==> config.mk <==
export PLATFORM = sky130hd
export DESIGN_NAME = eu_opbuf_mp
export DESIGN_NICKNAME = d
export VERILOG_FILES = /design/src/rtl/eu_opbuf_mp.sv
export SDC_FILE = /design/constraint.sdc
export NUM_CORES = 1
export LEC_CHECK = 0
export CAP_MARGIN = 20
export CORE_ASPECT_RATIO = 2
export CORE_MARGIN = 1
export CORE_UTILIZATION = 33
export CTS_BUF_LIST = sky130_fd_sc_hd__clkbuf_2
export CTS_CLUSTER_SIZE = 25
export DETAILED_ROUTE_END_ITERATION = 6
export PLACE_DENSITY = 0.59
export SLEW_MARGIN = 20
export SYNTH_ARGS = -nofsm -noshare
export SYNTH_HDL_FRONTEND = slang
export SYNTH_SLANG_ARGS = --single-unit
==> constraint.sdc <==
create_clock -name clk -period 9.3 [get_ports clk]
set_input_delay 2.325 -clock clk [delete_from_list [all_inputs] [get_ports clk]]
set_output_delay 2.325 -clock clk [all_outputs]
set_load 0.05 [all_outputs]
==> src/rtl/eu_opbuf_mp.sv <==
// eu_opbuf_mp -- multi-channel, address-tagged operand buffer for the
// execution-unit cache.
//
// The buffer has 2^NUM_IDX_BITS entries. Each entry holds a valid bit, an
// ADDR_W tag and a DATA_W data word. NUM_WR_CH producers write into the
// shared storage, and NUM_RD_CH request ports look entries up by their full
// tag. A hit frees the entry when CONSUME_ON_READ = 1.
//
// Handshake: a request (wr_valid_i / rd_valid_i) is presented for one cycle.
// The matching *_success_o is combinational in that same cycle. A write that
// sees success = 0 has changed nothing, and the producer simply retries.
//
// Ports:
//   clk, reset      rising-edge clock, synchronous active-high reset
//   wr_addr_i       NUM_WR_CH packed write tags
//   wr_data_i       NUM_WR_CH packed write data
//   wr_valid_i      write request per channel
//   wr_success_o    write accepted this cycle (independent of rd_*)
//   rd_addr_i       NUM_RD_CH packed request tags
//   rd_valid_i      request valid per port
//   rd_data_o       hit data per port (0 on miss)
//   rd_success_o    hit per port
//   occupancy_o     registered count of valid entries
//   full_o, empty_o derived from occupancy_o
//
// Optional build macro: EU_OPBUF_WR_BYPASS_EN. When it is defined, a read
// that misses in storage can be satisfied by a same-cycle successful write
// to the same tag. With CONSUME_ON_READ = 1, such a write is then not stored.
module eu_opbuf_mp #(
  parameter int NUM_WR_CH       = 2,
  parameter int NUM_RD_CH       = 2,
  parameter int NUM_IDX_BITS    = 3,
  parameter int ADDR_W          = 8,
  parameter int DATA_W          = 16,
  parameter bit CONSUME_ON_READ = 1'b1
) (
  input  logic                        clk,
  input  logic                        reset,
  input  logic [NUM_WR_CH*ADDR_W-1:0] wr_addr_i,
  input  logic [NUM_WR_CH*DATA_W-1:0] wr_data_i,
  input  logic [NUM_WR_CH-1:0]        wr_valid_i,
  output logic [NUM_WR_CH-1:0]        wr_success_o,
  input  logic [NUM_RD_CH*ADDR_W-1:0] rd_addr_i,
  input  logic [NUM_RD_CH-1:0]        rd_valid_i,
  output logic [NUM_RD_CH*DATA_W-1:0] rd_data_o,
  output logic [NUM_RD_CH-1:0]        rd_success_o,
  output logic [NUM_IDX_BITS:0]       occupancy_o,
  output logic                        full_o,
  output logic                        empty_o
);

  localparam int DEPTH = 1 << NUM_IDX_BITS;
  localparam int CW    = NUM_IDX_BITS + 1;

  logic [DEPTH-1:0]  valid_q;
  logic [ADDR_W-1:0] tag_q  [DEPTH];
  logic [DATA_W-1:0] data_q [DEPTH];
  logic [CW-1:0]     occ_q;

  // Write decode: each channel either overwrites an existing entry, or
  // allocates a free one, or fails. It only looks at registered state, so no
  // read-to-write path exists.
  logic [NUM_WR_CH-1:0]    wr_ow;
  logic [NUM_WR_CH-1:0]    wr_alloc;
  logic [NUM_IDX_BITS-1:0] wr_idx [NUM_WR_CH];

  always_comb begin
    logic [DEPTH-1:0]        claimed;
    logic                    hit;
    logic                    dup;
    logic                    found;
    logic [NUM_IDX_BITS-1:0] idx;
    logic [NUM_IDX_BITS-1:0] free_idx;
    claimed      = '0;
    wr_ow        = '0;
    wr_alloc     = '0;
    wr_success_o = '0;
    for (int c = 0; c < NUM_WR_CH; c++) wr_idx[c] = '0;
    for (int c = 0; c < NUM_WR_CH; c++) begin
      hit      = 1'b0;
      dup      = 1'b0;
      found    = 1'b0;
      idx      = '0;
      free_idx = '0;
      // Descending scans leave the lowest matching index in place.
      for (int e = DEPTH - 1; e >= 0; e--) begin
        if (valid_q[e] && tag_q[e] == wr_addr_i[c*ADDR_W +: ADDR_W]) begin
          hit = 1'b1;
          idx = NUM_IDX_BITS'(e);
        end
        if (!valid_q[e] && !claimed[e]) begin
          found    = 1'b1;
          free_idx = NUM_IDX_BITS'(e);
        end
      end
      // If a lower channel already allocates this new tag, this channel must
      // not create a second copy.
      for (int k = 0; k < NUM_WR_CH; k++) begin
        if (k < c && wr_alloc[k] &&
            wr_addr_i[k*ADDR_W +: ADDR_W] == wr_addr_i[c*ADDR_W +: ADDR_W])
          dup = 1'b1;
      end
      if (wr_valid_i[c]) begin
        if (hit) begin
          wr_ow[c]        = 1'b1;
          wr_success_o[c] = 1'b1;
          wr_idx[c]       = idx;
        end else if (!dup && found) begin
          wr_alloc[c]       = 1'b1;
          wr_success_o[c]   = 1'b1;
          wr_idx[c]         = free_idx;
          claimed[free_idx] = 1'b1;
        end
      end
    end
  end

  // Read lookup against registered entries. The optional bypass uses
  // same-cycle successful writes.
  logic [DEPTH-1:0]     rd_hit_mask;
  logic [NUM_WR_CH-1:0] wr_byp;

  always_comb begin
    logic                    hit;
    logic [NUM_IDX_BITS-1:0] idx;
`ifdef EU_OPBUF_WR_BYPASS_EN
    logic                    bhit;
    int                      bch;
`endif
    rd_hit_mask  = '0;
    wr_byp       = '0;
    rd_success_o = '0;
    rd_data_o    = '0;
    for (int p = 0; p < NUM_RD_CH; p++) begin
      hit = 1'b0;
      idx = '0;
      for (int e = DEPTH - 1; e >= 0; e--) begin
        if (valid_q[e] && tag_q[e] == rd_addr_i[p*ADDR_W +: ADDR_W]) begin
          hit = 1'b1;
          idx = NUM_IDX_BITS'(e);
        end
      end
      if (rd_valid_i[p] && hit) begin
        rd_success_o[p]                = 1'b1;
        rd_data_o[p*DATA_W +: DATA_W] = data_q[idx];
        rd_hit_mask[idx]               = 1'b1;
      end
`ifdef EU_OPBUF_WR_BYPASS_EN
      else if (rd_valid_i[p]) begin
        bhit = 1'b0;
        bch  = 0;
        for (int c = NUM_WR_CH - 1; c >= 0; c--) begin
          if (wr_success_o[c] &&
              wr_addr_i[c*ADDR_W +: ADDR_W] == rd_addr_i[p*ADDR_W +: ADDR_W]) begin
            bhit = 1'b1;
            bch  = c;
          end
        end
        if (bhit) begin
          rd_success_o[p]                = 1'b1;
          rd_data_o[p*DATA_W +: DATA_W] = wr_data_i[bch*DATA_W +: DATA_W];
          // The read consumes the data in flight, so the write is not stored.
          if (CONSUME_ON_READ) wr_byp[bch] = 1'b1;
        end
      end
`endif
    end
  end

  // Next-state valid bits and occupancy. An overwriting write keeps its entry
  // alive even when a read consumes that entry in the same cycle.
  logic [DEPTH-1:0] consume_mask;
  logic [DEPTH-1:0] ow_mask;
  logic [DEPTH-1:0] alloc_mask;
  logic [DEPTH-1:0] valid_nxt;
  int               alloc_cnt;
  int               cons_cnt;
  int               occ_sum;

  always_comb begin
    ow_mask    = '0;
    alloc_mask = '0;
    for (int c = 0; c < NUM_WR_CH; c++) begin
      if (wr_ow[c])                 ow_mask[wr_idx[c]]    = 1'b1;
      if (wr_alloc[c] && !wr_byp[c]) alloc_mask[wr_idx[c]] = 1'b1;
    end
    consume_mask = CONSUME_ON_READ ? rd_hit_mask : '0;
    valid_nxt    = (valid_q & ~consume_mask) | ow_mask | alloc_mask;
    alloc_cnt    = 0;
    cons_cnt     = 0;
    for (int e = 0; e < DEPTH; e++) begin
      alloc_cnt = alloc_cnt + int'(alloc_mask[e]);
      cons_cnt  = cons_cnt + int'(consume_mask[e] & ~ow_mask[e]);
    end
    occ_sum = int'(occ_q) + alloc_cnt - cons_cnt;
  end

  always_ff @(posedge clk) begin
    if (reset) begin
      valid_q <= '0;
      occ_q   <= '0;
    end else begin
      valid_q <= valid_nxt;
      occ_q   <= CW'(occ_sum);
      assert (occ_sum >= 0 && occ_sum <= DEPTH);
    end
  end

  // Tag and data storage is not reset. Valid bits alone decide visibility.
  always_ff @(posedge clk) begin
    if (!reset) begin
      for (int c = 0; c < NUM_WR_CH; c++) begin
        if (wr_ow[c] || (wr_alloc[c] && !wr_byp[c])) begin
          tag_q[wr_idx[c]]  <= wr_addr_i[c*ADDR_W +: ADDR_W];
          data_q[wr_idx[c]] <= wr_data_i[c*DATA_W +: DATA_W];
        end
      end
    end
  end

  assign occupancy_o = occ_q;
  assign full_o      = (occ_q == CW'(DEPTH));
  assign empty_o     = (occ_q == '0);

endmodule

# Yosys cells after proc, flatten, opt, wreduce, memory -nomap -nowiden
# Memories as Yosys holds them, arrays and structs flattened.
# Cells that the tools add are included.
# classes
n_addsub	16
order_cmp	10
n_eq_ne	34
n_mux	146
bitwise_logic	23
n_reduce_logical	69
# op_table
cell	count
8-bit == test	33
3-bit 2-to-1 mux	54
1-bit 2-to-1 mux	76
8-bit 2-to-1 mux	9
1-bit logical AND	49
8-bit OR	5
4-bit adder	8
1-bit by 4-bit bitwise AND with 4-bit output	8
16-bit 2-to-1 mux	2
1-bit NOT with 4-bit output	8
3-bit by 4-bit < comparator with 1-bit output (second input constant)	5
1-bit logical NOT	17
4-bit by 1-bit adder with 4-bit output	4
1-bit demux with 3-bit select	5
3-bit by 1-bit greater-or-equal comparator with 1-bit output (second input constant)	5
8-bit bitwise AND	1
8-bit NOT	1
3-bit by 1-bit adder with 4-bit output	1
4-bit == test (second input constant)	1
4-bit logical NOT	1
4-bit subtractor	1
2-bit by 1-bit adder with 3-bit output	1
1-bit by 1-bit adder with 2-bit output	1
1-bit logical OR	2
# totals
reg_bits	12
ramBits	192
inputBits	70
output_inout_bits	42
memories	2
# memory_table
name	depth	width	read_ports	rd_clocked_by_memory_dff	write_ports	line	rtl
data_q	8	16	2	0	2	57	logic [DATA_W-1:0] data_q [DEPTH];
tag_q	8	8	8	0	2	56	logic [ADDR_W-1:0] tag_q [DEPTH];

# Depth between registers and ports, before layout
# Gate-level depths: netlist (run 1).
# logic_depth
word_depth	45
depth_mapped	28
depth_no_buf	25

# Worst setup path after synthesis (run 1)
# No wires, ideal clock.
# synth_timing
path_kind	input to register
from	input port wr_addr_i[2]
to	register occ_q[3] (netlist: occupancy_o[3])
setup_ns	0.127
arrival_ns	8.278
required_time_ns	9.173
setup_slack_ns	0.895
cell_stages	26
n_path_buf	2
path_cell_list	buf_4 xnor2_1 nand4_1 nor3_1 or4b_4 nor4_4 buf_6 a41oi_4 a2111oi_1 nand4b_1 and2b_1 o21a_1 a211o_1 fa_1 inv_1 fa_1 inv_1 fa_1 fa_1 fa_1 ha_1 inv_1 fa_1 xor2_1 xnor2_1 nor2_1
# synth_via
elab_chain_len	42
word_cells_on_any_way	131
# synth_rtl
item	line	rtl
from (decl)	39	input logic [NUM_WR_CH*ADDR_W-1:0] wr_addr_i,
8-bit == test	87	if (valid_q[e] && tag_q[e] == wr_addr_i[c*ADDR_W +: ADDR_W]) begin
1-bit logical AND	87	
1-bit 2-to-1 mux (8 in series)	87	
8-bit 2-to-1 mux	104	if (hit) begin
8-bit 2-to-1 mux	103	if (wr_valid_i[c]) begin
1-bit logical NOT	91	if (!valid_q[e] && !claimed[e]) begin
1-bit logical AND	91	
1-bit 2-to-1 mux (8 in series)	91	
[6 not listed]	-	
1-bit 2-to-1 mux (implied by the code)	184, 185	
1-bit demux with 3-bit select	184, 185	
8-bit OR (no source line)	-	
8-bit 2-to-1 mux	184	if (wr_ow[c]) ow_mask[wr_idx[c]] = 1'b1;
1-bit NOT with 4-bit output	193	cons_cnt = cons_cnt + int'(consume_mask[e] & ~ow_mask[e]);
1-bit by 4-bit bitwise AND with 4-bit output	193	
4-bit adder (7 in series)	193	
4-bit subtractor *	195	occ_sum = int'(occ_q) + alloc_cnt - cons_cnt;
to (signal assigned)	204	occ_q <= CW'(occ_sum);
to (decl)	58	logic [CW-1:0] occ_q;
# Every way passes the cells marked *; elsewhere a longest branch is shown, timed or not.
# A chain may end at the register's enable or synchronous reset.

# Worst setup path after layout (run 1)
# layout_timing
from	input port rd_addr_i[15]
to	output port rd_data_o[23]
# layout_via
elab_chain_len	12
word_cells_on_any_way	35
# layout_rtl
item	line	rtl
from (decl)	43	input logic [NUM_RD_CH*ADDR_W-1:0] rd_addr_i,
8-bit == test	138	if (valid_q[e] && tag_q[e] == rd_addr_i[p*ADDR_W +: ADDR_W]) begin
1-bit logical AND	138	
3-bit 2-to-1 mux or 1-bit 2-to-1 mux (tied branches) (8 in series)	138	
memory 8 x 16 bit or 1-bit logical AND (tied branches)	-	
16-bit 2-to-1 mux *	143	if (rd_valid_i[p] && hit) begin
to (decl)	45	output logic [NUM_RD_CH*DATA_W-1:0] rd_data_o,
# Marks and branches as above.

==> flow_results.org, run 1 <==
** Run status
- Outcome :: finished clean

** Floorplanning
- Core Area :: between 40,000 and 50,000 sq um
- The die is between 300 and 400 um tall.
- Number of primary I/O pins :: 112
- The initial utilization of the core area, before any placement, comes to 0.3340.
- From left edge to right edge, the die measures 155.7 um.
- Die area :: 48,160 sq um
- The floorplan has 112 rows.

** Yosys
- Leading area contributor after synthesis :: edfxtp_1
- The synthesized design contains 204 register bits.
- Gate count after technology mapping :: about 1,400
- EDFF count, synth :: 192
- By area the synthesized netlist is led by edfxtp_1, xnor2_1, mux2_2.
- Dominant register cell in the synthesized netlist :: edfxtp_1
- The netlist uses 84 different library cells.
- Share of Yosys cell area claimed by the top area cell type :: 0.3699
- Count of yosys warnings during synthesis :: 0
- The average instance in the mapped netlist occupies 10.85 sq um.
- Proportion of synthesized flip-flops having asynchronous set or reset :: 0
- Post-synth design cell area :: 15,590 sq um
- Sequential fraction of the synthesis area :: 0.3853
- Counting every net in the synthesized netlist gives 1,522.

** STA
- Maximum clock frequency :: 0.1124 GHz
- Summed over all failing endpoints, the final setup total negative slack is 0 ns.
- Post-route clock period utilization :: 0.9564
- Number of failing hold endpoints at the final stage :: 0
- In this run the tightest slew margin relative to its limit is 0.3042.
- Least-Margin Pin Slew :: 1.041 ns
- Final setup violation count :: 0
- Worst Slack Setup Final :: 0.4058 ns
- Fin crit period :: 8.894 ns
- RSZ-0062 raised after global routing :: no
- Between clock sinks in the finished design, the worst skew comes to 0.07704 ns.
- Hold_ws :: 0.7120 ns
- The number of pins with negative max-slew slack in the final report was 0.

** Clock tree
- Post-CTS Repair Setup Buffers :: 0
- After clock tree synthesis, the clock-pin slew on the worst setup and hold paths is around 0.09 ns.
- Insertion delay to the later sink of the worst-skew pair :: 0.96 ns
- Counting every sink on the clock net gives 204.
- For this design, the CTS-stage hold fixing added 0 buffers.
- Number of buffers between clock root and the deepest sink :: 3
- Clock tree synthesis inserted a total of between 40 and 50 buffers.
- Clock tree from TritonCTS :: built
- Clock H-tree levels :: 2
- The cell sitting at the root of the clock tree is a clkbuf_2.
- Post-cts sizing count :: 0

** Cells and area
- Area of all sequential standard cells :: 6006 sq um
- Compared with the post-synthesis result, the final layout area differs by 21.08%.
- The net count of the finished layout is ~1,700.
- The finished cells cover 18,870 sq um.
- The multi-input combinational cells in the finished layout cover a total of 8917 sq um.
- The layout has 4,536 filler cells.
- Number of standard cells in the layout, taps in and fillers out :: 2,293
- Most frequent cells in the layout :: xnor2_1, edfxtp_1, buf_4
- Share of final-layout standard cells stronger than drive strength 1 :: 0.2793
- Measured on the finished design, the core utilization comes to 0.4044.
- Most common cell after layout, fill and taps aside :: xnor2_1

** Pwr
- After layout, the design draws a total of 2.285 mW.
- VDD sags by at most 0.00006323 V.
- LEAKAGE :: ~6.6 nW
- Dividing total power by cell area gives a power density of 121.1 nW/um^2.

** Setup path
- By instance count, the cell type seen most on the critical path is a21oi_1.
- Along the worst path, the maximum fanout reaches 27.
- Walking the worst path, the cells encountered are clkdlybuf4s50_1 > xnor2_1 > nand3_1 > nor3_1 > a21oi_1 > o32ai_1 > a21oi_1 > nor2_4 > buf_4 > mux2i_1 > a221oi_1 > buf_12.
- The worst setup path is launched from an input port.
- The worst setup path is captured at a primary output.
- For the worst setup path, the data required time is 6.98 ns.
- Arrival time of the worst setup path :: 6.57 ns
- Crit path largest cell delay :: just under 0.9 ns
- Type of the worst setup path :: input port to primary output
- For this design, the slowest cell found on the critical path is clkdlybuf4s50_1.

** Drt
- Number of antenna-violating nets in the routed design :: 0
- Detailed-route DRC error count :: 0
- After detailed routing, the number of vias per cell comes to 5.616.
- The routed layout has 12,880 vias.
- First-pass DRT Iterations :: 5
- The routed design has between 60 and 70 mm of wire.
- In the final routed layout, each cell accounts on average for 27.10 um.
- After the first detailed-routing iteration, the DRC count stood at 842.

** Global route
- Maximum number of pins on one net before global-route repair :: 38
- The number of global-route vias before repair was 13,820.
- Global-route wire length before repair :: around 90 mm
- After global routing the overflow that remains totals 0.
- Overall Global Routing Usage :: 0.2610
- The initial antenna violation count was 1.

** Placement
- Worst setup slack before clock tree synthesis :: -0.3252 ns
- Total half-perimeter wirelength after legalization and detailed placement :: 44.76 mm
- In this run the tool buffered the top-level ports with between 100 and 150 buffer cells.
- The number of placed instances, taps included, is 2,208.
- Once placement finished, the instance area stood at 18,460 sq um.
- Placer Congestion :: 0.9732

** Job
- Max Cap Viol :: 0

** Hold path
- Worst hold path type :: register to register
[state kept, by name, indices dropped and copies added, names as in the netlist]
name and flops:
data_q 128, tag_q 64, valid_q 8, occupancy_o 4
[cell type report]
cell class | count | area share
flip-flops and latches | 204 | 0.3182
diodes | 1 | 0.0001326
well taps | 627 | 0.04157
inverters | 33 | 0.006563
multi-input cells | 1067 | 0.4725
repair buffers | 277 | 0.1391
clock inverters | 8 | 0.001790
clock buffers | 76 | 0.02015
[Yosys cell counts (7+ instances only)]
cell type	n
inv_1	32
mux2i_1	67
buf_1	12
edfxtp_1	192
mux2_1	54
o221ai_1	15
o21ai_0	40
a21oi_1	29
o22ai_1	47
clkbuf_1	79
nand2_1	69
a31oi_1	7
xnor2_1	194
nor3_1	26
dfxtp_1	12
nor4_1	23
mux2_2	109
fa_1	13
buf_4	12
o221a_2	7
nor2_1	43
xor2_1	74
mux2_4	29
nand4_1	37
and2_1	9
nand3_1	36
a221oi_1	31
buf_2	20
[worst max-delay path: cells and delay by family]
family          cells  cell delay [ns]
simple gates        3             1.47
buf+inv             3             1.41
compound gates      4             1.06
xor+xnor            1             0.18
mux                 1             0.09
[metal layers]
layer  share of wire  track usage
met4           0.096       0.2316
met1            0.33       0.2458
met5               0            0
met2            0.53       0.4907
met3           0.041      0.03045
[power breakdown]
group	total, mW	leakage, nW	internal, mW	switching (mW)
Combinational	0.596	4.47	0.268	0.329
Sequential	1.09	1.84	1.05	0.0430
Clock	0.596	0.327	0.212	0.384
[final timing paths]
| path | slack [ns] | end | depth (start not counted) | start |
|---|---|---|---|---|
| min | 0.71 | occupancy_o[3] | 3 | occupancy_o[3] |
| max | 0.41 | rd_data_o[23] | 12 | rd_addr_i[15] |
| max reg2reg | 1.89 | occupancy_o[3] | 25 | tag_q[5][5] |
| min reg2reg | 0.71 | occupancy_o[3] | 3 | occupancy_o[3] |
[kinds of logic (layout without fill, tap and decap cells)]
group	after synthesis	after routing	synth area share
muxes	259	259	0.1887
adders and majority gates	16	16	0.01910
DFF	204	204	0.3853
buffers and inverters	165	394	0.04816
AOI/OAI and AO/OA	236	236	0.1106
and+or+nand+nor	288	288	0.09753
other	0	1	0
xor gates and xnor gates	268	268	0.1506
No activity file was read; power rests on OpenSTA's default activity.
==> run 2: changes to the inputs <==
Settings changed: CTS_CLUSTER_DIAMETER from default to 200.
==> run 2 against run 1 <==
  * Sequential cell count is the same
  * Clock power down 39%
  * Worst hold slack improved by 0.0044 ns
  * Die area unchanged
  * Critical endpoint unchanged
==> flow_results.org, run 2 (synthesized netlist as in run 1, its figures left out) <==
** Setup path
- The setup path with the least slack is of type input port to primary output.
- Critical path startpoint category :: input port
- Worst R2R Setup Slack :: 1.91 ns (+0.02 ns)
- Cell with the largest stage delay on the worst path :: clkdlybuf4s50_1
- CP Max Fanout :: 27 (unchanged)
- The combined buffer and inverter count along the critical path is 3 (unchanged).
- Critical Path Sink Type :: primary output
- Cells on worst reg2reg path :: 25 (unchanged)
- Cells along the critical path :: clkdlybuf4s50_1 > xnor2_1 > nand3_1 > nor3_1 > a21oi_1 > o32ai_1 > a21oi_1 > nor2_4 > buf_4 > mux2i_1 > a221oi_1 > buf_12
- By instance count, the cell type seen most on the critical path is a21oi_1.
- In this run the critical register-to-register path is launched from tag_q[5][5].
- The total stage count of the critical path is 12 (unchanged).
- Capture instance of the worst register-to-register path :: occupancy_o[3]
- Crit path largest cell delay :: 0.89 ns (+0.02 ns)
- The required arrival time at the worst endpoint is 6.98 ns (about the same).
- The critical path data arrival time is 6.63 ns (+0.06 ns).
- Family of cells with the greatest summed delay on the critical path :: simple AND/OR/NAND/NOR gates

** Drt
- Final wirelength :: 61.49 mm (-1.1%)
- The remaining design rule violation count came to 0 (unchanged).
- The DRC violation total after the first TritonRoute iteration came to 775 (-8.0%).
- The vias after detailed routing was 12,580 (-2.3%).
- First-pass DRT Iterations :: 5 (unchanged)
- The via density per instance was 5.652 (+0.64%).
- Wire length per cell :: 27.62 um (+1.9%)
- The antenna violation net count after detailed routing was 0 (unchanged).

** STA
- Setup repair after global routing left no endpoint under its margin.
- Post-route clock period utilization :: 0.9624 (+0.006046)
- The transition time of the tightest slew-check pin came to 1.027 ns (-0.01368 ns).
- Worst slew margin relative to its limit :: 0.3134 (+0.009144)
- The worst-case clock skew is 0.2313 ns (+0.1543 ns).
- Final number of max-transition violations :: 0 (unchanged)
- Number of failing hold endpoints at the final stage :: 0 (unchanged)
- The achievable frequency came to 0.1117 GHz (-0.63%).
- The setup-violating endpoint count in the final report came to 0 (unchanged).
- Fin crit period :: 8.950 ns (+0.05623 ns)
- Hold_ws :: 0.7164 ns (+0.004412 ns)

** Pwr
- Part of the power in the clock network :: 0.176 (-0.085)
- The part of the power in registers is 0.534 (+0.056).
- Comb pwr share :: 0.290 (+0.029)
- Power density over the cells :: 110.4 nW/um^2 (-8.8%)
- Power dissipated by switching net loads :: 0.6803 mW (-9.9%)
- Cell internal pwr :: 1.371 mW (-10%)
- Proportion of total power due to net switching :: 0.3317 (+0.001199)
- LEAKAGE :: 6.392 nW (-3.7%)
- The worst voltage drop across the vdd grid is 0.00007026 V (+11%).

** Clock tree
- Post-CTS Hold Fix Bufs :: 0 (unchanged)
- The clock-pin slew reported for the worst setup and hold paths after clock tree synthesis is 0.48 ns (+0.39 ns).
- The clock insertion delay at the later pin of the skew report was 1.03 ns (+0.07 ns).
- Clock tree from TritonCTS :: built
- The count of H-tree levels built during CTS is 1 (-1).
- Root buffer selected by CTS :: clkbuf_2
- CTS Sinks :: 204 (unchanged)
- The post-CTS setup-driven buffer insertion count came to 0 (unchanged).
- Post-cts sizing count :: 0 (unchanged)
- Number of buffers between clock root and the deepest sink :: 3 (unchanged)
- CTS buffer count :: 12 (-75%)

** Floorplanning
- Initial cell density of the core :: 0.3340 (unchanged)
- Number of primary I/O pins :: 112 (unchanged)
- Core Area :: 46,660 sq um (unchanged)
- Die area :: 48,160 sq um (unchanged)
- Chip Height :: 309.4 um (unchanged)
- DIE WIDTH :: 155.7 um (unchanged)
- Rows :: 112 (unchanged)

** Global route
- The first-pass GRT wire length came to 88.89 mm (-1.0%).
- The all-layer global routing usage is 0.2575 (-0.003455).
- The number of global-route vias before repair was 13,500 (-2.3%).
- Maximum number of pins on one net before global-route repair :: 38 (unchanged)
- Antenna violations before repair :: 1 (unchanged)
- Aggregate global routing overflow :: 0 (unchanged)

** Job
- Max Cap Viol :: 0 (unchanged)

** Placement
- The placed wire-length estimate is 44.76 mm (unchanged).
- The cell count after placement came to 2,208 (unchanged).
- The last weighted congestion value of the routability-driven placer is 0.9732 (unchanged).
- The port buffer count came to 111 (unchanged).

** Hold path
- Hold path startpoint :: occupancy_o[3]
- Endpoint of the worst hold path :: occupancy_o[3]
- Worst hold path type :: register to register
- Cell count of the worst hold path :: 3 (unchanged)

** Cells and area
- Net count, final :: 1,681 (-2.1%)
- The utilization of the core after routing came to 0.3979 (-0.006515).
- The area of the multi-input gates was 8917 sq um (unchanged).
- Filler cell count in the final layout :: 4,523 (-0.29%)
- The share of final-layout standard cells stronger than drive strength 1 came to 0.2534 (-0.02584).
- Number of standard cells in the layout, taps in and fillers out :: 2,226 (-2.9%)
- Area of all sequential standard cells :: 6006 sq um (unchanged)
- Most frequent cells in the layout :: xnor2_1, edfxtp_1, buf_4
- Number of flip-flops under the largest register name :: 128 (unchanged)
- Leaving out fill and tap cells, the most frequent cell in the layout is xnor2_1.
- Area delta synth->final :: 19.13%

** Run status
- The flow ran to the end, and the final reports show no timing, DRC or antenna violations.
[run 2: cell count changes in the layout (fill, tap and decap cells not counted)]
cell        change
clkinv_1        -7
clkinv_16       +1
clkbuf_2       -60
clkinvlp_4      -1
[run 2: final cells by class]
type | instances | share of cell area
Tap cell | 627 | 0.04225
Clock buffer | 16 | 0.004312
Sequential cell | 204 | 0.3234
Clock inverter | 1 | 0.001617
Antenna cell | 1 | 0.0001348
Inverter | 33 | 0.006671
Timing Repair Buffer | 277 | 0.1414
Multi-Input combinational cell | 1067 | 0.4802
[run 2: through the flow]
| step | power [mW] | setup slack, ns | area (sq um) | TNS (ns) |
|---|---|---|---|---|
| floorplan | 1.491 | 0.8947 | 15590 | 0 |
| global placement | 1.702 | -0.2782 | 18460 | -0.4139 |
| detailed placement | 1.707 | -0.3252 | 18460 | -0.5326 |
| CTS | 2.064 | 0.3981 | 18570 | 0 |
| global route | 2.130 | 0.2238 | 18570 | 0 |
| finish | 2.051 | 0.3496 | 18570 | 0 |
[run 2: worst min-delay path: stages, from the launching register on]
cell	delay, ns
dfxtp_1	0.50
xor2_1	0.10
xnor2_1	0.14
nor2_1	0.04
[run 2: worst max path at each step]
stage | startpoint | to
floorplan | wr_addr_i[2] | occupancy_o[3]
global placement | wr_addr_i[6] | occupancy_o[3]
detailed placement | wr_addr_i[5] | occupancy_o[3]
CTS | rd_addr_i[15] | rd_data_o[23]
global route | rd_addr_i[15] | rd_data_o[23]
finish | rd_addr_i[15] | rd_data_o[23]
[run 2: layer usage]
metal | track usage | wire [um] | up-vias
met3 | 0.02123 | 2337 | 218
met1 | 0.2495 | 20770 | 6215
li1 | - | - | 5642
met5 | 0 | 0 | -
met2 | 0.4922 | 33080 | 507
met4 | 0.2073 | 5298 | 0
[run 2: power groups by stage]
stage / clock network, mW / logic [mW] / registers [mW]
after floorplan: 0 / 0.377 / 1.11
after global placement: 0 / 0.589 / 1.11
after detailed placement: 0 / 0.594 / 1.11
after CTS: 0.372 / 0.597 / 1.09
after global routing: 0.391 / 0.640 / 1.10
final: 0.361 / 0.595 / 1.10
==> run 3: changes to the inputs <==
Settings changed: ABC_CLOCK_PERIOD_IN_PS from default to 9300.
==> results of run 3 <==
No change in the layout: final DEF, timing and power equal those of run 2.
